## src/rtl/m_key_event_fifo.sv

```systemverilog
// rtl/m_key_event_fifo.sv - debounced one-event-per-press key FIFO behind the keypad decoder
// Auto-repeat of a held key is compiled in when KEY_REPEAT_EN is defined.
module m_key_event_fifo #(
   parameter int STABLE_SCANS = 3,
   parameter int FIFO_DEPTH   = 4,
   parameter int REPEAT_DELAY = 50,
   parameter int REPEAT_RATE  = 10
) (
   input  logic                          clk,
   input  logic                          rst,
   input  logic                          tc,
   input  logic                          pushed,
   input  logic [3:0]                    code,
   output logic                          ev_valid,
   output logic [3:0]                    ev_code,
   input  logic                          ev_ready,
   input  logic                          ovf_clr,
   output logic                          overflow,
   output logic [$clog2(FIFO_DEPTH):0]   ev_count
);
   localparam int AW = $clog2(FIFO_DEPTH);
   localparam logic [3:0]    STABLE   = 4'(STABLE_SCANS);
   localparam logic [AW:0]   FULL_CNT = (AW+1)'(FIFO_DEPTH);
   localparam logic [AW:0]   CNT_ONE  = (AW+1)'(1);
   localparam logic [AW-1:0] PTR_ONE  = AW'(1);

   typedef enum logic [1:0] {IDLE, PRESS_CHK, HELD, REL_CHK} state_t;

   state_t     state, state_n;
   logic [3:0] cand, cand_n;
   logic [3:0] cnt, cnt_n, cnt_inc;
   logic       press_push;
   logic       push;

   assign cnt_inc = cnt + 4'd1;

   always_ff @(posedge clk or negedge rst) begin
      if (!rst) begin
         state <= IDLE;
         cand  <= 4'd0;
         cnt   <= 4'd0;
      end else begin
         state <= state_n;
         cand  <= cand_n;
         cnt   <= cnt_n;
      end
   end

   always_comb begin
      state_n = state;
      cand_n  = cand;
      cnt_n   = cnt;
      if (tc) begin
         case (state)
            IDLE: begin
               if (pushed) begin
                  cand_n  = code;
                  cnt_n   = 4'd1;
                  state_n = PRESS_CHK;
               end
            end
            PRESS_CHK: begin
               if (!pushed) begin
                  state_n = IDLE;
               end else if (code == cand) begin
                  cnt_n = cnt_inc;
                  if (cnt_inc == STABLE) state_n = HELD;
               end else begin
                  cand_n = code;
                  cnt_n  = 4'd1;
               end
            end
            HELD: begin
               // a different code while held is ignored until a full release
               if (!pushed) begin
                  cnt_n   = 4'd1;
                  state_n = REL_CHK;
               end
            end
            REL_CHK: begin
               if (pushed) begin
                  state_n = HELD;
               end else begin
                  cnt_n = cnt_inc;
                  if (cnt_inc == STABLE) state_n = IDLE;
               end
            end
            default: state_n = IDLE;
         endcase
      end
   end

   always_comb begin
      press_push = 1'b0;
      if (tc && state == PRESS_CHK && pushed && code == cand && cnt_inc == STABLE)
         press_push = 1'b1;
   end

`ifdef KEY_REPEAT_EN
   localparam int RW = $clog2(REPEAT_DELAY + 1);
   localparam logic [RW-1:0] RCNT_ONE   = RW'(1);
   localparam logic [RW-1:0] RCNT_FIRST = RW'(REPEAT_DELAY);
   localparam logic [RW-1:0] RCNT_RELD  = RW'(REPEAT_DELAY - REPEAT_RATE);

   logic [RW-1:0] rcnt, rcnt_inc;
   logic          rep_push;

   assign rcnt_inc = rcnt + RCNT_ONE;
   assign rep_push = tc && state == HELD && pushed && rcnt_inc == RCNT_FIRST;
   assign push     = press_push | rep_push;

   // reloading after each repeat makes later repeats land REPEAT_RATE samples apart
   always_ff @(posedge clk or negedge rst) begin
      if (!rst)
         rcnt <= '0;
      else if (press_push)
         rcnt <= '0;
      else if (tc && state == HELD && pushed)
         rcnt <= rep_push ? RCNT_RELD : rcnt_inc;
   end
`else
   assign push = press_push;
`endif

   logic [3:0]    mem [FIFO_DEPTH];
   logic [AW-1:0] wr_ptr, rd_ptr;
   logic [AW:0]   count;
   logic          full, pop, wr_en;

   assign full     = (count == FULL_CNT);
   assign pop      = ev_valid && ev_ready;
   assign wr_en    = push && (!full || pop);
   assign ev_valid = (count != '0);
   assign ev_code  = ev_valid ? mem[rd_ptr] : 4'd0;
   assign ev_count = count;

   always_ff @(posedge clk) begin
      if (wr_en) mem[wr_ptr] <= cand;
   end

   always_ff @(posedge clk or negedge rst) begin
      if (!rst) begin
         wr_ptr   <= '0;
         rd_ptr   <= '0;
         count    <= '0;
         overflow <= 1'b0;
      end else begin
         if (wr_en) wr_ptr <= wr_ptr + PTR_ONE;
         if (pop)   rd_ptr <= rd_ptr + PTR_ONE;
         case ({wr_en, pop})
            2'b10:   count <= count + CNT_ONE;
            2'b01:   count <= count - CNT_ONE;
            default: count <= count;
         endcase
         if (ovf_clr)
            overflow <= 1'b0;
         else if (push && full && !pop)
            overflow <= 1'b1;
      end
   end
endmodule

```

## config.mk

```make
export PLATFORM = sky130hd
export DESIGN_NAME = m_key_event_fifo
export DESIGN_NICKNAME = d
export VERILOG_FILES = /design/src/rtl/m_key_event_fifo.sv
export SDC_FILE = /design/constraint.sdc
export NUM_CORES = 1
export LEC_CHECK = 0
export ABC_AREA = 1
export CAP_MARGIN = 20
export CORE_MARGIN = 2
export CORE_UTILIZATION = 40
export CTS_BUF_LIST = sky130_fd_sc_hd__clkbuf_2
export CTS_CLUSTER_SIZE = 14
export DETAILED_ROUTE_END_ITERATION = 10
export GPL_TIMING_DRIVEN = 0
export PLACE_DENSITY = 0.61
export SLEW_MARGIN = 20
export SYNTH_ARGS = -nofsm -noshare
export SYNTH_HDL_FRONTEND = slang
export SYNTH_SLANG_ARGS = --single-unit
```

## constraint.sdc

```tcl
create_clock -name clk -period 3 [get_ports clk]
set_clock_uncertainty 0.05 [all_clocks]
set_input_delay 0.3 -clock clk [delete_from_list [all_inputs] [get_ports clk]]
set_output_delay 0.3 -clock clk [all_outputs]
set_load 0.02 [all_outputs]
```

==> After elaboration in Yosys (flattened, before gate mapping) <==
Memories as Yosys holds them, arrays and structs flattened.
Cells that the tools add are included.
W data, S select, Z words.
{ "totals": {"memories": 1, "ram_bits": 16, "reg_bits": 18, "wordCells": 73, "in_bits": 10} }
{ "memory_table": {"columns": ["name", "words", "width", "read_ports", "rd_ports_with_merged_regs", "write_ports", "line_no", "rtl"], "rows": [
  ["mem", 4, 4, 1, 0, 1, "125", "logic [3:0] mem [FIFO_DEPTH];"]
]} }
{ "op_classes": {"n_mux": 25, "n_reduce_logical": 19, "eq_ne": 16, "add_sub_neg": 5} }
{ "ops": {"columns": ["cell", "count"], "rows": [
  ["$mux W4", 9],
  ["$pmux W4 S4", 1],
  ["$mux W2", 7],
  ["$ne A2 B2 Y1 const B", 5],
  ["$reduce_and A5 Y1", 2],
  ["$logic_and A1 B1 Y1", 8],
  ["$pmux W2 S4", 1],
  ["$pmux W4 S2", 1],
  ["$eq A2 B2 Y1 const B", 3],
  ["$ne A3 B3 Y1 const B", 2],
  ["$pmux W3 S2", 1],
  ["$reduce_and A6 Y1", 1],
  ["$reduce_bool A2 Y1", 3],
  ["$mux W1", 5],
  ["$add A2 B1 Y2 const B", 2],
  ["$add A4 B1 Y4 const B", 1],
  ["$eq A2 B1 Y1 const B", 2],
  ["$eq A4 B2 Y1 const B", 1],
  ["$eq A4 B4 Y1", 1],
  ["$add A3 B1 Y3 const B", 1],
  ["$eq A3 B3 Y1 const B", 1],
  ["$ne A3 B2 Y1 const B", 1],
  ["$reduce_bool A3 Y1", 1],
  ["$sub A3 B1 Y3 const B", 1],
  ["other kinds (3)", 4]
]} }

==> Longest topological paths before layout <==
Gate-level depths: netlist (run 1).
{ "logic_depth": {"ltp_word": 10, "mapped_depth": 14, "depth_no_buf": 14} }

==> Worst setup path before layout (run 1) <==
Ideal clock, no wire load.
{ "synth_path": {"kind": "reg-to-reg", "startpoint": "register cnt[0]", "endpoint": "register count[2] (netlist: ev_count[2])", "path_stages_with_launch": 15, "path_slack_ns": 0.807, "t_required_ns": 2.819, "setup_time_ns": 0.131, "n_path_buf": 0, "t_arrival_ns": 2.012, "path_cell_list": "dfrtp_1 > ha_1 > inv_1 > nand2_1 > nand2_1 > nor2_2 > nand2_2 > nor2_4 > nand3_2 > ha_1 > inv_1 > fa_1 > a21oi_1 > o21ai_0 > xor2_1"} }
{ "synth_via": {"elab_chain_len": 7, "elab_cells_between_ends": 9} }
{ "synth_lines": {"columns": ["element", "line_no", "rtl"], "rows": [
  ["start, declared", "31", "logic [3:0] cnt, cnt_n, cnt_inc;"],
  ["start signal, assigned", "45", "cnt <= cnt_n;"],
  ["$add A4 B1 Y4 *", "35", "assign cnt_inc = cnt + 4'd1;"],
  ["$eq A4 B2 Y1 *", "95", "if (tc && state == PRESS_CHK && pushed && code == cand && cnt_inc == STABLE)"],
  ["$logic_and A1 B1 Y1 *", "95", null],
  ["$mux W1 *", "95", null],
  ["$logic_and A1 B1 Y1 *", "132", "assign wr_en = push && (!full || pop);"],
  ["$eq A2 B1 Y1 / $eq A2 B2 Y1 (equally long branches)", "150", "case ({wr_en, pop})"],
  ["$pmux W3 S2 / $reduce_bool A2 Y1 (equally long branches)", null, null],
  ["end signal, assigned", "151", "2'b10: count <= count + CNT_ONE;"],
  ["end signal, assigned", "152", "2'b01: count <= count - CNT_ONE;"],
  ["end signal, assigned", "153", "default: count <= count;"],
  ["end, declared", "127", "logic [AW:0] count;"]
]} }
Every way passes the cells marked *; elsewhere a longest branch is shown, timed or not.
A chain may end at the register's enable or synchronous reset.

==> Worst setup path in the final report (run 1) <==
{ "layout_path": {"startpoint": "register rd_ptr[0]", "endpoint": "output port ev_code[1]"} }
{ "layout_via": {"elab_chain_len": 2} }
{ "layout_lines": {"columns": ["element", "line_no", "rtl"], "rows": [
  ["start, declared", "126", "logic [AW-1:0] wr_ptr, rd_ptr;"],
  ["start signal, assigned", "149", "if (pop) rd_ptr <= rd_ptr + PTR_ONE;"],
  ["$mem_v2 Z4 W4", null, null],
  ["$mux W4", "134", "assign ev_code = ev_valid ? mem[rd_ptr] : 4'd0;"],
  ["end, declared", "15", "output logic [3:0] ev_code,"]
]} }
No other way between the ends.

==> flow_summary.json, run 1 <==
{
  "status": "completed",
  "synth_seq_cells": 34,
  "overflow": 0,
  "r2r_cells": 14,
  "root_buffer": "clkbuf_2",
  "vias": 1245,
  "place_inst": 262,
  "clk_path_buf_depth": 2,
  "synth.distinct_cells": 25,
  "vdd.ir_drop.worst_v": 0.000318,
  "place_area_sq_mm": 0.00200,
  "setup_tns_ns": 0,
  "stdcell_area_sq_mm": 0.00206,
  "grt_max_degree": 19,
  "cts_buffers": 5,
  "initial_core_util_pct": 40.8,
  "cp-start-kind": "flop",
  "p_leak_nw": 0.897,
  "synth_top_cell_area_share_pct": 27.4,
  "die_x_um": 70.2,
  "finalSetupViolCount": 0,
  "hold_slack_ns": 0.313,
  "final_core_utilization_pct": 48.0,
  "powerDensity_mw_per_mm2": 855,
  "layout_commonest_cell": "inv_1",
  "yosysSeqAreaShare_pct": 53.1,
  "critPathMaxStageDelay_ns": 0.61,
  "diodes": 0,
  "dp_slack_ns": 0.447,
  "die_area_sq_mm": 0.00492,
  "antenna_found_initial": 0,
  "dp_hpwl_mm": 2.24,
  "coreArea_sq_mm": 0.00429,
  "hold_viol": 0,
  "cts.sinks": 34,
  "ctsHoldBuffers": 0,
  "areaGrowthSynthToFinish_pct": 17.7,
  "cp_max_fo": 10,
  "grt_pass1_wl_mm": 5.59,
  "grt_pass1_vias": 1206,
  "reg2reg_slack_ns": 0.60,
  "cp_top_family": "buffers and inverters",
  "drt-total-wl_mm": 3.07,
  "crit_slowest_cell": "clkdlybuf4s50_1",
  "rsz0062_at_grt": "false",
  "required_ns": 2.65,
  "netlist_instances": 192,
  "fin_ws_ns": 0.568,
  "fin_nets": 235,
  "timing.fmax_ghz": 0.411,
  "io_buffers": 18,
  "dr.pass1.iters": 4,
  "clock_latency_ns": 0.38,
  "cts_tree": "yes",
  "post_cts_resized": 0,
  "vias_per_cell": 4.61,
  "r2r_start": "cnt[0]$_DFFE_PN0P_",
  "htree_levels": 2,
  "tightest_slew_ns": 0.814,
  "layout_common_cells": "inv_1 (32), nor2_1 (29), nand2_1 (28)",
  "ant_nets": 0,
  "ios": 19,
  "crit_chain": "buf_2, inv_1, o21ai_0, a21oi_1, clkdlybuf4s50_1",
  "worst-setup-path-type": "flop to primary output",
  "min_period_ns": 2.43,
  "ys_warn_count": 0,
  "period_share_pct": 81.1,
  "slew_headroom_pct": 45.5,
  "fin_cells": 270,
  "drt_iter0_markers": 30,
  "synth_area_leaders": "edfxtp_1 (27%), dfrtp_1 (26%), inv_1 (6.9%)",
  "cp-end-kind": "primary output",
  "drv_slew": 0,
  "wire_per_inst_um": 11.4,
  "synth_area_leader_cell": "edfxtp_1",
  "die_h_um": 70.2,
  "hold_path_class": "input pin to asynchronous set/reset pin",
  "final_layout_size_suffix_gt1_share_pct": 7.80,
  "r2r-end": "ev_count[2]$_DFFE_PN0P_",
  "drc_errors": 0,
  "syn_area_per_cell_sq_um": 9.12,
  "crit_buf_inv": 3,
  "cp_data_arrival_time_ns": 2.08,
  "synthesis.area_sq_mm": 0.00175,
  "clkSlewWorstSetupHoldPaths_ns": 0.17,
  "gp_congestion": 0.777,
  "cap_violations": 0,
  "synth_fp_nets": 210,
  "rows": 24,
  "p_total_mw": 1.76,
  "grtUsageTotal_pct": 14.7,
  "cts_setup_buffers": 0
}
-- registers in the layout, indices dropped and copies added, names as in the netlist, named ones only --
signal and count:
cand 4, cnt 4, ev_count 3, mem 16, overflow 1, rd_ptr 2, state 1, wr_ptr 2
-- cell usage after synthesis --
| cell | n |
|---|---|
| nand3_2 | 1 |
| o21ai_0 | 14 |
| o21ai_1 | 4 |
| xor2_1 | 6 |
| dfrtp_1 | 18 |
| nand3_1 | 7 |
| o22ai_1 | 2 |
| inv_2 | 1 |
| a21oi_1 | 7 |
| nor2_4 | 1 |
| nor2_2 | 2 |
| nand3b_1 | 2 |
| ha_1 | 7 |
| a21oi_2 | 1 |
| fa_1 | 1 |
| o21ai_2 | 1 |
| nor3_1 | 2 |
| xnor2_1 | 5 |
| nand2_2 | 1 |
| nor2_1 | 29 |
| inv_1 | 32 |
| buf_2 | 1 |
| nand2_1 | 28 |
| nand4_1 | 3 |
| edfxtp_1 | 16 |
-- final cells by class --
cell class | instances | area (sq um)
flip-flops and latches | 34 | 931
inverters | 33 | 124
clock inverters | 3 | 40.0
plain buffers | 1 | 5.00
fillers | 441 | 2230
multi-input cells | 124 | 692
well taps | 52 | 65.1
repair buffers | 18 | 180
clock buffers | 5 | 25.0
-- power by group --
group | internal, mW | total (mW) | leakage [nW] | switching (mW)
logic | 0.319 | 0.730 | 0.483 | 0.410
registers | 0.607 | 0.737 | 0.372 | 0.131
clock network | 0.138 | 0.296 | 0.0427 | 0.158
-- logic make-up after synthesis --
group	after synthesis	share of synthesized area, %
AO/OA/AOI/OAI	29	8.86
XOR/XNOR	11	5.50
adder cells (fa/ha/maj)	8	6.14
buffers and inverters	34	7.36
flip-flops	34	53.1
AND/OR/NAND/NOR	76	19.0
-- worst max path at each step --
stage	startpoint	end	slack (ns)	cells past startpoint
after floorplan	cnt[0]$_DFFE_PN0P_	ev_count[2]$_DFFE_PN0P_	0.81	14
after CTS	rd_ptr[0]$_DFFE_PN0P_	ev_code[1]	0.53	5
final	rd_ptr[0]$_DFFE_PN0P_	ev_code[1]	0.57	5
after detailed placement	code[1]	ev_count[2]$_DFFE_PN0P_	0.45	12
after global placement	code[1]	ev_count[2]$_DFFE_PN0P_	0.45	12
after global routing	cnt[0]$_DFFE_PN0P_	ev_count[2]$_DFFE_PN0P_	0.33	14
-- layer usage --
| metal | GRT usage [%] | up-vias | wire, um |
|---|---|---|---|
| met3 | 4.76 | 4 | 97 |
| met1 | 18.5 | 559 | 1430 |
| li1 | - | 666 | - |
| met2 | 23.7 | 16 | 1510 |
| met5 | 0 | - | 0 |
| met4 | 5.77 | 0 | 38 |
-- worst register-to-register path: stages, from the launching register on --
cell and delay [ns]:
dfrtp_1 0.47, ha_1 0.23, inv_1 0.05, nand2_1 0.04, nand2_1 0.09, nor2_2 0.04
nand2_2 0.11, nor2_4 0.06, nand3_2 0.13, ha_1 0.17, inv_1 0.07, fa_1 0.39
a21oi_1 0.14, o21ai_0 0.10, xor2_1 0.15
Power figures use the tool's default switching activity.
==> run 2: changes to the inputs <==
- PLACE_DENSITY: 0.61 -> 0.63
- clock period: 3 -> 2.2 ns (I/O delays scaled with it)
==> run 2 against run 1 <==
First-iteration DRC count increased by 27%. Power increased by 38%. Worst setup slack worse by 0.43 ns. Register-to-register slack got worse by 0.46 ns. Clock power is 40% higher. Critical endpoint is now ev_count[2]$_DFFE_PN0P_. Wire length decreased by 2.5%. Sequential cell count unchanged.
==> flow_summary.json, run 2 (synthesis gave the netlist of run 1 again) <==
{
  "cts_tree": "yes",
  "grtUsageTotal_pct": 13.9,
  "place_inst": 262,
  "status": "completed",
  "clock_latency_ns": 0.38,
  "grt_pass1_vias": 1226,
  "layout_commonest_cell": "inv_1",
  "clkSlewWorstSetupHoldPaths_ns": 0.19,
  "largest_reg_flops": 16,
  "netSwitchingFraction_pct": 39.8,
  "timing.fmax_ghz": 0.485,
  "cts_buffers": 5,
  "cp-start-kind": "flop",
  "fin_ws_ns": 0.138,
  "stdcell_area_sq_mm": 0.00213,
  "largestRegisters": "mem x16, cand x4, cnt x4",
  "diodes": 0,
  "cap_violations": 0,
  "clkPwrFrac_pct": 17.1,
  "hold_slack_ns": 0.259,
  "ant_nets": 0,
  "layout_common_cells": "inv_1 (31), nor2_1 (28), nand2_1 (27)",
  "p_leak_nw": 0.914,
  "drt_iter0_markers": 38,
  "initial_core_util_pct": 40.8,
  "htree_levels": 2,
  "drv_slew": 0,
  "crit_chain": "buf_4, ha_1, inv_1, nor2_2, nand2_2, nor2_4, nand3_4, ha_4, inv_2, fa_2, a21oi_1, o21ai_1, xor2_1",
  "fin_nets": 239,
  "coreArea_sq_mm": 0.00429,
  "min_period_ns": 2.06,
  "die_h_um": 70.2,
  "vias_per_cell": 4.55,
  "die_area_sq_mm": 0.00492,
  "critPathMaxStageDelay_ns": 0.43,
  "top_register": "mem",
  "place_area_sq_mm": 0.00200,
  "final_layout_size_suffix_gt1_share_pct": 12.6,
  "cp-end-kind": "flop",
  "combPwrFrac_pct": 42.0,
  "dr.pass1.iters": 6,
  "hold_viol": 0,
  "final_core_utilization_pct": 49.5,
  "vdd.ir_drop.worst_v": 0.000511,
  "areaGrowthSynthToFinish_pct": 21.4,
  "cts.sinks": 34,
  "wire_per_inst_um": 10.9,
  "cp_data_arrival_time_ns": 2.30,
  "dp_slack_ns": -0.299,
  "drc_errors": 0,
  "tightest_slew_ns": 0.894,
  "seqPwrFrac_pct": 40.9,
  "grt_max_degree": 19,
  "powerDensity_mw_per_mm2": 1140,
  "finalSetupViolCount": 0,
  "die_x_um": 70.2,
  "antenna_found_initial": 0,
  "p_total_mw": 2.43,
  "fin_cells": 274,
  "drt-total-wl_mm": 2.99,
  "hold_path_class": "input pin to asynchronous set/reset pin",
  "grt_pass1_wl_mm": 5.25,
  "crit_slowest_cell": "dfrtp_1",
  "clk_path_buf_depth": 2,
  "cp_max_fo": 4,
  "ios": 19,
  "period_share_pct": 93.7,
  "overflow": 0,
  "io_buffers": 18,
  "p_sw_mw": 0.967,
  "reg2reg_slack_ns": 0.14,
  "vias": 1247,
  "slew_headroom_pct": 40.2,
  "root_buffer": "clkbuf_2",
  "p_int_mw": 1.46,
  "setup_tns_ns": 0,
  "dp_hpwl_mm": 2.13,
  "rows": 24,
  "required_ns": 2.44,
  "gp_congestion": 0.818,
  "worst-setup-path-type": "flop to flop"
}
-- run 2: cell count changes in the layout (fill, tap and decap cells not counted), moves of 2 or more --
| cell | change |
|---|---|
| buf_4 | +4 |
| clkdlybuf4s50_1 | -4 |
| dlygate4sd2_1 | +3 |
| clkinv_2 | -2 |
| clkinvlp_4 | +2 |
| ha_1 | -2 |
| o21ai_0 | -2 |
-- run 2: power groups by stage --
stage / sequential (mW) / combinational, mW / clock (mW)
floorplan: 1.01 / 0.645 / 0
global placement: 1.02 / 0.968 / 0
detailed placement: 1.02 / 0.985 / 0
CTS: 0.992 / 0.991 / 0.427
global route: 1.02 / 1.16 / 0.459
finish: 0.993 / 1.02 / 0.415
-- run 2: final cells by class --
type	instances	area, sq um
buffer	1	5.00
clock buffer	5	25.0
clock inverter	3	45.0
fill	394	2170
inverter	33	124
multi-input combinational	124	726
sequential	34	931
tap	52	65.1
timing repair buffer	22	206
-- run 2: timing repair --
action	in CTS	in global routing
endpoints found under the setup margin	6	7
pin swaps	1	3
gates resized for setup	6	10
setup buffers	4	0
hold buffers	0	0
-- run 2: critical path, delay by kind of cell (launching register included) --
family	cells	cell delay, ns
xor+xnor	1	0.14
fa+ha+maj	3	0.63
buf+inv	3	0.25
compound gates	2	0.23
simple gates	4	0.24
flops	1	0.43
-- run 2: worst paths after layout --
| check | from | endpoint | cells after the start |
|---|---|---|---|
| min | rst | wr_ptr[1]$_DFFE_PN0P_ | 1 |
| max in group asynchronous | rst | state[0]$_DFFE_PN0P_ | 1 |
| max reg2reg | cnt[1]$_DFFE_PN0P_ | ev_count[2]$_DFFE_PN0P_ | 13 |
| min reg2reg | overflow$_DFFE_PN0P_ | overflow$_DFFE_PN0P_ | 2 |
| max | cnt[1]$_DFFE_PN0P_ | ev_count[2]$_DFFE_PN0P_ | 13 |
| min in group clk | ovf_clr | overflow$_DFFE_PN0P_ | 2 |
-- run 2: layer usage --
layer	track usage [%]	wire (um)	vias up
li1	-	-	674
met1	16.7	1430	547
met2	22.6	1400	21
met3	4.76	112	5
met4	5.77	46	0
met5	0	0	-
==> run 3: changes to the inputs <==
- CAP_MARGIN: 20 -> unset
==> results of run 3 <==
Same layout as run 2: the final DEF is identical, and so are final timing and power.
